## config.mk

```make
export PLATFORM = sky130hd
export DESIGN_NAME = multi_cycle_controller
export DESIGN_NICKNAME = d
export VERILOG_FILES = /design/src/rtl/multi_cycle_controller_pkg.sv /design/src/rtl/multi_cycle_controller_alu_decoder.sv /design/src/rtl/multi_cycle_controller.sv
export SDC_FILE = /design/constraint.sdc
export NUM_CORES = 1
export LEC_CHECK = 0
export CAP_MARGIN = 20
export CELL_PAD_IN_SITES_DETAIL_PLACEMENT = 1
export CELL_PAD_IN_SITES_GLOBAL_PLACEMENT = 2
export CORE_MARGIN = 3
export CORE_UTILIZATION = 18
export DETAILED_ROUTE_END_ITERATION = 16
export GPL_ROUTABILITY_DRIVEN = 0
export PLACE_DENSITY = 0.82
export SLEW_MARGIN = 20
export SYNTH_ARGS = -nofsm -noshare
export SYNTH_HDL_FRONTEND = slang
export SYNTH_HIERARCHICAL = 1
export SYNTH_SLANG_ARGS = --single-unit
```

## constraint.sdc

```tcl
create_clock -name clk -period 2.2 [get_ports clk]
set_input_delay 0.22 -clock clk [delete_from_list [all_inputs] [get_ports clk]]
set_output_delay 0.22 -clock clk [all_outputs]
set_load 0.005 [all_outputs]
```

## src/rtl/multi_cycle_controller_pkg.sv

```systemverilog
// Shared encodings for the multi-cycle RV32I controller: FSM states, opcodes and datapath select codes.
package multi_cycle_controller_pkg;

  typedef enum logic [3:0] {
    S_FETCH, S_DECODE, S_MEMADR, S_MEMREAD, S_MEMWB, S_MEMWRITE, S_EXECR, S_EXECI,
    S_ALUWB, S_BRANCH, S_JAL, S_JALR, S_JALR2, S_LUI, S_ILLEGAL
  } state_e;

  localparam logic [6:0] OP_LOAD   = 7'b0000011;
  localparam logic [6:0] OP_STORE  = 7'b0100011;
  localparam logic [6:0] OP_R      = 7'b0110011;
  localparam logic [6:0] OP_I      = 7'b0010011;
  localparam logic [6:0] OP_BRANCH = 7'b1100011;
  localparam logic [6:0] OP_JAL    = 7'b1101111;
  localparam logic [6:0] OP_JALR   = 7'b1100111;
  localparam logic [6:0] OP_LUI    = 7'b0110111;

  localparam logic [2:0] F3_LW_SW = 3'b010;
  localparam logic [2:0] F3_JALR  = 3'b000;
  localparam logic [2:0] F3_BEQ   = 3'b000;
  localparam logic [2:0] F3_BNE   = 3'b001;
  localparam logic [2:0] F3_BLT   = 3'b100;
  localparam logic [2:0] F3_BGE   = 3'b101;

  typedef enum logic [2:0] {
    ALU_ADD = 3'b000, ALU_SUB = 3'b001, ALU_AND = 3'b010, ALU_OR = 3'b011,
    ALU_XOR = 3'b100, ALU_SLT = 3'b101, ALU_SLTU = 3'b110
  } aluop_e;

  typedef enum logic [2:0] {
    IMM_I = 3'b000, IMM_S = 3'b001, IMM_B = 3'b010, IMM_J = 3'b011, IMM_U = 3'b100
  } immsrc_e;

  typedef enum logic [1:0] {SRCA_PC, SRCA_OLDPC, SRCA_REG, SRCA_ZERO} srca_e;
  typedef enum logic [1:0] {SRCB_REG, SRCB_IMM, SRCB_FOUR, SRCB_ZERO} srcb_e;
  typedef enum logic [1:0] {RES_ALUOUT, RES_ALU, RES_MDR, RES_IMM} ressrc_e;
  typedef enum logic [1:0] {CLS_ADD, CLS_SUB, CLS_R, CLS_I} alu_class_e;

endpackage

```

## src/rtl/multi_cycle_controller_alu_decoder.sv

```systemverilog
// ALU operation decoder: maps instruction class, func3 and func7[5] to an aluop plus a legality flag.
module multi_cycle_controller_alu_decoder
  import multi_cycle_controller_pkg::*;
(
  input  alu_class_e cls_i,
  input  logic [2:0] func3_i,
  input  logic       func7b5_i,
  output aluop_e     aluop_o,
  output logic       legal_o
);

  always_comb begin
    aluop_o = ALU_ADD;
    legal_o = 1'b1;
    case (cls_i)
      CLS_SUB: aluop_o = ALU_SUB;
      CLS_R, CLS_I: begin
        case (func3_i)
          3'b000:  aluop_o = (cls_i == CLS_R && func7b5_i) ? ALU_SUB : ALU_ADD;
          3'b111:  aluop_o = ALU_AND;
          3'b110:  aluop_o = ALU_OR;
          3'b100:  aluop_o = ALU_XOR;
          3'b010:  aluop_o = ALU_SLT;
          3'b011:  aluop_o = ALU_SLTU;
          default: legal_o = 1'b0;
        endcase
      end
      default: aluop_o = ALU_ADD;
    endcase
  end

endmodule

```

## src/rtl/multi_cycle_controller.sv

```systemverilog
// Sequencing FSM for the multi-cycle RV32I datapath; Moore outputs except the branch PC load.
module multi_cycle_controller
  import multi_cycle_controller_pkg::*;
#(
  parameter bit STRICT_DECODE = 1'b1
) (
  input  logic       clk,
  input  logic       rst,
  input  logic [6:0] opcode,
  input  logic [2:0] func3,
  input  logic [6:0] func7,
  input  logic       zer,
  input  logic       neg,
  output logic       pcen,
  output logic       adrsrc,
  output logic       memwrite,
  output logic       irwrite,
  output logic       regwrite,
  output logic [1:0] alusrca,
  output logic [1:0] alusrcb,
  output logic [2:0] aluop,
  output logic [1:0] resultsrc,
  output logic [2:0] immsrc,
  output logic       illegal
);

  state_e     state_q, state_d;
  logic       illegal_q;
  alu_class_e cls;
  aluop_e     dec_aluop;
  logic       dec_legal;
  logic       decode_ok;
  state_e     decode_nxt;
  logic       pcen_c, adrsrc_c, memwrite_c, irwrite_c, regwrite_c;
  srca_e      srca_c;
  srcb_e      srcb_c;
  aluop_e     aluop_c;
  ressrc_e    res_c;
  immsrc_e    imm_c;
  logic       unused_func7;

  assign unused_func7 = ^{func7[6], func7[4:0]};

  // Class is kept in its own process so the legality feedback into state_d stays acyclic.
  always_comb begin
    cls = CLS_ADD;
    case (state_q)
      S_DECODE, S_EXECR, S_EXECI: cls = (opcode == OP_R) ? CLS_R : CLS_I;
      S_BRANCH:                   cls = CLS_SUB;
      default:                    cls = CLS_ADD;
    endcase
  end

  multi_cycle_controller_alu_decoder u_alu_dec (
    .cls_i     (cls),
    .func3_i   (func3),
    .func7b5_i (func7[5]),
    .aluop_o   (dec_aluop),
    .legal_o   (dec_legal)
  );

  always_comb begin
    decode_ok  = 1'b1;
    decode_nxt = S_FETCH;
    case (opcode)
      OP_LOAD, OP_STORE: begin decode_ok = (func3 == F3_LW_SW); decode_nxt = S_MEMADR; end
      OP_R:      begin decode_ok = dec_legal; decode_nxt = S_EXECR; end
      OP_I:      begin decode_ok = dec_legal; decode_nxt = S_EXECI; end
      OP_BRANCH: begin
        decode_ok  = func3 inside {F3_BEQ, F3_BNE, F3_BLT, F3_BGE};
        decode_nxt = S_BRANCH;
      end
      OP_JAL:    decode_nxt = S_JAL;
      OP_JALR:   begin decode_ok = (func3 == F3_JALR); decode_nxt = S_JALR; end
      OP_LUI:    decode_nxt = S_LUI;
      default:   decode_ok = 1'b0;
    endcase
  end

  always_comb begin
    state_d    = state_q;
    pcen_c     = 1'b0;
    adrsrc_c   = 1'b0;
    memwrite_c = 1'b0;
    irwrite_c  = 1'b0;
    regwrite_c = 1'b0;
    srca_c     = SRCA_PC;
    srcb_c     = SRCB_REG;
    aluop_c    = ALU_ADD;
    res_c      = RES_ALUOUT;
    imm_c      = IMM_I;
    case (state_q)
      S_FETCH: begin
        irwrite_c = 1'b1;
        pcen_c    = 1'b1;
        srcb_c    = SRCB_FOUR;
        res_c     = RES_ALU;
        state_d   = S_DECODE;
      end
      S_DECODE: begin
        srca_c  = SRCA_OLDPC;
        srcb_c  = SRCB_IMM;
        imm_c   = (opcode == OP_JAL) ? IMM_J : IMM_B;
        if (decode_ok)          state_d = decode_nxt;
        else if (STRICT_DECODE) state_d = S_ILLEGAL;
        else                    state_d = S_FETCH;
      end
      S_MEMADR: begin
        srca_c  = SRCA_REG;
        srcb_c  = SRCB_IMM;
        imm_c   = (opcode == OP_STORE) ? IMM_S : IMM_I;
        state_d = (opcode == OP_STORE) ? S_MEMWRITE : S_MEMREAD;
      end
      S_MEMREAD:  begin adrsrc_c = 1'b1; state_d = S_MEMWB; end
      S_MEMWB:    begin res_c = RES_MDR; regwrite_c = 1'b1; state_d = S_FETCH; end
      S_MEMWRITE: begin adrsrc_c = 1'b1; memwrite_c = 1'b1; state_d = S_FETCH; end
      S_EXECR: begin
        srca_c  = SRCA_REG;
        aluop_c = dec_aluop;
        state_d = S_ALUWB;
      end
      S_EXECI: begin
        srca_c  = SRCA_REG;
        srcb_c  = SRCB_IMM;
        aluop_c = dec_aluop;
        state_d = S_ALUWB;
      end
      S_ALUWB: begin regwrite_c = 1'b1; state_d = S_FETCH; end
      S_BRANCH: begin
        srca_c  = SRCA_REG;
        aluop_c = dec_aluop;
        case (func3)
          F3_BEQ:  pcen_c = zer;
          F3_BNE:  pcen_c = ~zer;
          F3_BLT:  pcen_c = neg;
          F3_BGE:  pcen_c = ~neg;
          default: pcen_c = 1'b0;
        endcase
        state_d = S_FETCH;
      end
      S_JAL, S_JALR2: begin
        pcen_c  = 1'b1;
        srca_c  = SRCA_OLDPC;
        srcb_c  = SRCB_FOUR;
        state_d = S_ALUWB;
      end
      S_JALR: begin
        srca_c  = SRCA_REG;
        srcb_c  = SRCB_IMM;
        state_d = S_JALR2;
      end
      S_LUI: begin
        imm_c      = IMM_U;
        res_c      = RES_IMM;
        regwrite_c = 1'b1;
        state_d    = S_FETCH;
      end
      S_ILLEGAL: state_d = S_ILLEGAL;
      default:   state_d = S_FETCH;
    endcase
  end

  always_ff @(posedge clk) begin
    if (rst) begin
      state_q   <= S_FETCH;
      illegal_q <= 1'b0;
    end else begin
      state_q <= state_d;
      if (state_d == S_ILLEGAL) illegal_q <= 1'b1;
    end
  end

  assign pcen      = pcen_c & ~rst;
  assign memwrite  = memwrite_c & ~rst;
  assign irwrite   = irwrite_c & ~rst;
  assign regwrite  = regwrite_c & ~rst;
  assign adrsrc    = adrsrc_c;
  assign alusrca   = srca_c;
  assign alusrcb   = srcb_c;
  assign aluop     = aluop_c;
  assign resultsrc = res_c;
  assign immsrc    = imm_c;
  assign illegal   = illegal_q;

endmodule

```

After elaboration in Yosys (flattened, before gate mapping):

Cells that the tools add are included.

* bits in registers: 5
* output and inout port bits: 18

* bitwise gates (word level): 7
* multiplexer cells: 25
* reduce and logical (&&, ||, !) cells: 18
* equality and inequality tests: 33

Operator list (count)
* 4-bit one-hot mux with 7 select lines: 2
* 4-bit == test (second input constant): 8
* 7-bit by 6-bit == test with 1-bit output (second input constant): 3
* 7-bit == test (second input constant): 3
* 3-bit one-hot mux with 6 select lines: 1
* 4-bit by 3-bit == test with 1-bit output (second input constant): 4
* 3-bit OR reduction: 5
* 3-bit == test (second input constant): 4
* 2-bit one-hot mux with 2 select lines: 3
* 1-bit 2-to-1 mux: 10
* 2-bit OR reduction: 5
* 3-bit one-hot mux with 3 select lines: 1
* 4-bit by 2-bit == test with 1-bit output (second input constant): 2
* 4-bit OR reduction: 2
* 7-bit by 2-bit == test with 1-bit output (second input constant): 1
* 7-bit by 5-bit == test with 1-bit output (second input constant): 1
* 3-bit by 2-bit == test with 1-bit output (second input constant): 2
* 3-bit 2-to-1 mux: 2
* 2-bit one-hot mux with 3 select lines: 1
* 3-bit one-hot mux with 2 select lines: 1
* 6-bit OR reduction: 1
* 1-bit one-hot mux with 5 select lines: 1
* 5-bit OR reduction: 1
* 1-bit AND: 4
* other kinds (12): 15

Depth between registers and ports, before layout:

* word-level depth: 10
* gate-level depth with buffers: 10

Hierarchy:

The synthesis kept the hierarchy.

Modules (own cells, without submodules)
* multi_cycle_controller: cells an instance 112, area each 769.5 sq um, sequential area each 100.1 sq um, times used 1
* multi_cycle_controller_alu_decoder: cells an instance 10, area each 62.6 sq um, sequential area each 0.0 sq um, times used 1

Worst setup path after synthesis:

No wires, ideal clock.

* path kind: register to register
* from: register state_q[2]
* to: register illegal_q, in the netlist illegal
* stages on the path, launching flop included: 11
* period minus slack after synthesis: 2249 ps
* arrival: 2153 ps
* data required time: 2104 ps
* slack: -49 ps
* path through: dfxtp_1 clkbuf_1 clkbuf_1 a21oi_1 nor2_1 nand3b_1 nand2_1 a2111oi_4 o41ai_1 a22oi_2 o41ai_2

* cells in the longest elaborated chain, start to end: 10
* elaborated cells on any way between the ends: 22
* classes of those cells: eq/ne: 13; mux: 5; reduce/logical: 4

RTL lines
* from (decl): line multi_cycle_controller.sv:27 `state_e state_q, state_d;`
* from (signal assigned): line multi_cycle_controller.sv:168 `state_q <= state_d;`
* 4-bit by 1-bit == test with 1-bit output or 4-bit by 3-bit == test with 1-bit output (tied branches): line multi_cycle_controller.sv:47 `case (state_q)`
* 3-bit OR reduction: line multi_cycle_controller.sv:47
* 2-bit one-hot mux with 2 select lines (*): line multi_cycle_controller.sv:47
* net cls[1]: line multi_cycle_controller.sv:29 `alu_class_e cls;`
* 2-bit == test: line multi_cycle_controller_alu_decoder.sv:15 `case (cls_i)`
* 2-bit OR reduction (*): line multi_cycle_controller_alu_decoder.sv:15
* 1-bit 2-to-1 mux (*): line multi_cycle_controller_alu_decoder.sv:15
* net dec_legal: line multi_cycle_controller.sv:31 `logic dec_legal;`
* 1-bit one-hot mux with 5 select lines (*): line multi_cycle_controller.sv:65 `case (opcode)`
* 4-bit 2-to-1 mux (*): line multi_cycle_controller.sv:104 `if (decode_ok) state_d = decode_nxt;`
* 4-bit one-hot mux with 7 select lines (*): line multi_cycle_controller.sv:92 `case (state_q)`
* 4-bit == test (*): line multi_cycle_controller.sv:169 `if (state_d == S_ILLEGAL) illegal_q <= 1'b1;`
* to (signal assigned): line multi_cycle_controller.sv:166 `illegal_q <= 1'b0;`
* to (signal assigned): line multi_cycle_controller.sv:169
* to (decl): line multi_cycle_controller.sv:28 `logic illegal_q;`

The timed path passes the listed nets; every way through them passes the cells marked *.
A chain may end at the register's enable or synchronous reset.

Final worst setup path:

* from: register state_q[2]
* to: output irwrite

* cells in the longest elaborated chain, start to end: 3

RTL lines
* 4-bit zero test: line multi_cycle_controller.sv:92
* 1-bit 2-to-1 mux: line multi_cycle_controller.sv:92
* 1-bit AND: line multi_cycle_controller.sv:175 `assign irwrite = irwrite_c & ~rst;`
* to (decl): line multi_cycle_controller.sv:17 `output logic irwrite,`

No other way between the ends.

==> results.md <==
| Group | Quantity | Reported |
|---|---|---|
| run status | Outcome | finished clean |
| timing | Setup repair after global routing missed its margin | true |
| worst setup path | Worst path bufs/invs | 2 |
| pwr | Power density normalized to cell area | 1030 nW/µm² |
| floorplan | IO Pins | 39 |
| pwr | Clock Power Share | 10.8% |
| yosys | Total of flip-flops plus latches after synthesis | 5 |
| pwr | Highest ir drop seen on vdd | 0.341 mV |
| clock tree | Quantity of hold-fixing buffers added after cts | 0 |
| final layout | Synth-to-Final Area Change | 83.9% |
| worst setup path | Worst path required time | 1.98 ns |
| yosys | Netlist area before placement | 832 µm² |
| final layout | Fraction of layout instances using a drive strength above 1 | 29.1% |
| worst setup path | Slowest stage delay, CP | 0.52 ns |
| placed design | Count of input and output buffers | 32 |
| global route | GRT met3 Usage | 2.97% |
| run | Number of max-cap violations | 0 |
| clock tree | Clock buffer depth | 2 |
| yosys | Fraction of synthesized cell area taken by the top area cell type | 12.0% |
| global route | Initial antenna violation count | 0 |
| floorplan | Placeable core region | 4410 µm² |
| yosys | Yosys warnings | 6 |
| timing | Fin Hold WS | 0.464 ns |
| timing | Actual slew at the worst max-slew pin | 0.432 ns |
| floorplan | Cell Rows | 24 |
| yosys | Ys flop type | dfxtp_1 |
| worst setup path | Critical-path cell list | buf_4, or3_1, nor3_1, clkdlybuf4s50_1 |
| pwr | Cell-internal power | 0.000922 W |
| drt | Vias per std cell | 4.96 |
| yosys | EDFF count, synth | 0 |
| yosys | Share of synthesized area occupied by flip-flops and latches | 12.0% |
| drt | Drt drc | 0 |
| pwr | Seq pwr share | 11.5% |
| final layout | Net count, final | 201 |
| timing | Min Clock Period, post-route | 2.08 ns |
| yosys | Syn nets | 143 |
| clock tree | Number of buffers created by CTS | 3 |
| drt | Number of nets with antenna violations after detailed routing | 0 |
| timing | Max-slew headroom at the worst pin | 71.0% |
| yosys | Leading cell types by count after synthesis | nor2_1 (16), nand2_1 (9), a21oi_1 (7), nor3_1 (7) |
| timing | Final hold violations | 0 |
| global route | Largest net degree at the start of global routing | 20 |
| worst setup path | Crit path capture type | primary output |
| drt | Total wirelength of the detailed-routed design | 3480 µm |
| pwr | Pleak | 0.699 nW |
| global route | Vias in the first global route | 1152 |
| worst setup path | Crit path max-delay cell type | clkdlybuf4s50_1 |
| global route | GRT Max-Usage Layer | met2 |
| timing | Clk_skew | 0.000166 ns |
| timing | Post-layout worst setup margin | 0.118 ns |
| drt | Number of violations reported at the end of detailed-routing iteration 0 | 48 |
| drt | Routed length per placed instance | 15.0 µm |
| pwr | Net Switching | 0.000647 W |
| worst setup path | Worst Path Arrival | 1.86 ns |
| floorplan | Initial core utilization | 18.8% |
| global route | GRT Util Overall | 12.7% |
| clock tree | CTS tree | done |
| worst setup path | Largest delay share family, worst path | buffers and inverters |
| clock tree | H-tree depth | 1 |
| timing | Max Freq | 480 MHz |
| drt | Via Count | 1145 |
| worst setup path | Startpoint-to-endpoint class of the critical path | flop to primary output |
| yosys | Average instance area after synthesis | 6.82 µm² |
| floorplan | Die Footprint | 5470 µm² |
| yosys | Number of distinct library cells after synthesis | 44 |
| timing | Total of endpoints with negative setup slack in the final report | 0 |
| yosys | Gate Count Post-Synth | 122 |
| global route | Grt ovf | 0 |
| timing | Number of max-slew violations in the final report | 0 |
| global route | Wire length of the first global-routing pass | 5480 µm |
| placed design | Detailed placer's ending HPWL | 2650 µm |
| final layout | Number of antenna repair diodes | 0 |
| floorplan | Floorplan die width | 74.0 µm |
| pwr | Overall power | 0.00157 W |
| worst hold path | Type of the tightest min-delay check | flop to flop |
| worst setup path | Worst Setup Start Kind | flop |
| clock tree | Root Buffer | clkbuf_8 |
| drt | Drt pass-1 iters | 4 |
| floorplan | Die extent in y | 74.0 µm |
| clock tree | Clock slew seen by the registers of the worst setup and hold paths | 0.03 ns |
| yosys | Share of async-settable or async-resettable flops after synthesis | 0% |
| timing | Share of the clock period used by the worst path after layout | 94.6% |
| clock tree | Count of clock tree sinks | 5 |
| yosys | Dominant cells by area after synthesis | dfxtp_1 (12%), nor2_1 (7.2%), nand2b_1 (4.5%) |
| pwr | Switching Fraction | 41.2% |
| yosys | Most repeated cell in the gate-level netlist after synthesis | nor2_1 |
| global route | Global routing met2 resource utilization | 23.0% |
| pwr | Comb pwr share | 77.7% |
| worst setup path | Largest fanout on the critical path | 17 |
| global route | Met1 GRT Util | 15.5% |
| clock tree | Clk Latency, worst-skew pair | 0.22 ns |
| placed design | Pre-CTS WS | -0.283 ns |
| yosys | Cell type contributing the most total cell area after synthesis | dfxtp_1 |
power by group through the flow:
| stage | registers (W) | clock network (W) | logic, W |
|---|---|---|---|
| floorplan | 0.000150 | 0 | 0.000572 |
| CTS | 0.000165 | 0.000173 | 0.00115 |
| global route | 0.000186 | 0.000184 | 0.00135 |
| detailed placement | 0.000164 | 0 | 0.00110 |
| finish | 0.000180 | 0.000169 | 0.00122 |
| global placement | 0.000162 | 0 | 0.00106 |
per-stage QoR:
stage / instance area, µm² / cells / TNS (ns) / util (%)
2_1_floorplan: 833 / 122 / 0 / -
3_3_place_gp: 1360 / 221 / -0.684 / 30.8
5_1_grt: 1530 / 231 / -0.0637 / 34.7
6_report: 1530 / 231 / 0 / 34.7
3_5_place_dp: 1360 / 221 / -0.970 / 30.8
4_1_cts: 1450 / 228 / 0 / 32.8
layer usage:
layer / routed length [µm] / part of all wire, % / vias to the layer above
li1: - / - / 567
met2: 1770 / 51 / 25
met5: 0 / 0 / -
met1: 1500 / 43 / 546
met4: 49 / 1.4 / 0
met3: 156 / 4.5 / 7
repair_timing:
action,in CTS,in global routing
endpoints found under the setup margin,7,10
resized for setup,12,19
pin swaps,7,12
buffers inserted,3,3
worst min-delay path: stages (launching register included):
cell and delay [ns]:
dfxtp_1 0.32, nand2b_1 0.07, o41ai_2 0.05
final timing paths:
kind	startpoint	end	slack, ns	cells past startpoint
setup reg to reg	state_q[1]	illegal	0.15	12
hold reg to reg	illegal	illegal	0.46	2
hold / removal	illegal	illegal	0.46	2
setup / recovery	state_q[2]	irwrite	0.12	4
area by class of cell:
type,instances,area (µm²)
clock buffers,4,45.0
fillers,533,2880
inverters,3,11.3
multi-input cells,105,748
flip-flops and latches,5,105
well taps,52,65.1
repair buffers,62,556
sequential cells by signal, indices dropped and copies added, names as in the netlist:
signal   cells
state_q      4
illegal      1
cell families (layout without fill, tap and decap cells):
kind of cell / count (synthesis) / in the layout / synth area share, %
AND/OR/NAND/NOR: 72 / 72 / 48.9
AO/OA/AOI/OAI: 28 / 28 / 27.5
buffers and inverters: 12 / 69 / 6.02
flip-flops: 5 / 5 / 12.0
XOR/XNOR: 3 / 3 / 3.16
multiplexers: 2 / 2 / 2.41
cells in the final DEF (no fill, tap or decap), types with 3 or more instances in the layout:
cell	count
a21oi_1	7
and2_1	3
buf_4	29
clkbuf_8	3
clkdlybuf4s50_1	22
dfxtp_1	3
dlygate4sd2_1	3
dlymetal6s2s_1	6
inv_1	3
nand2_1	8
nand2b_1	5
nand3_1	6
nand3b_1	4
nor2_1	13
nor2_2	3
nor2b_1	4
nor3_1	6
No activity file was read; power rests on OpenSTA's default activity.
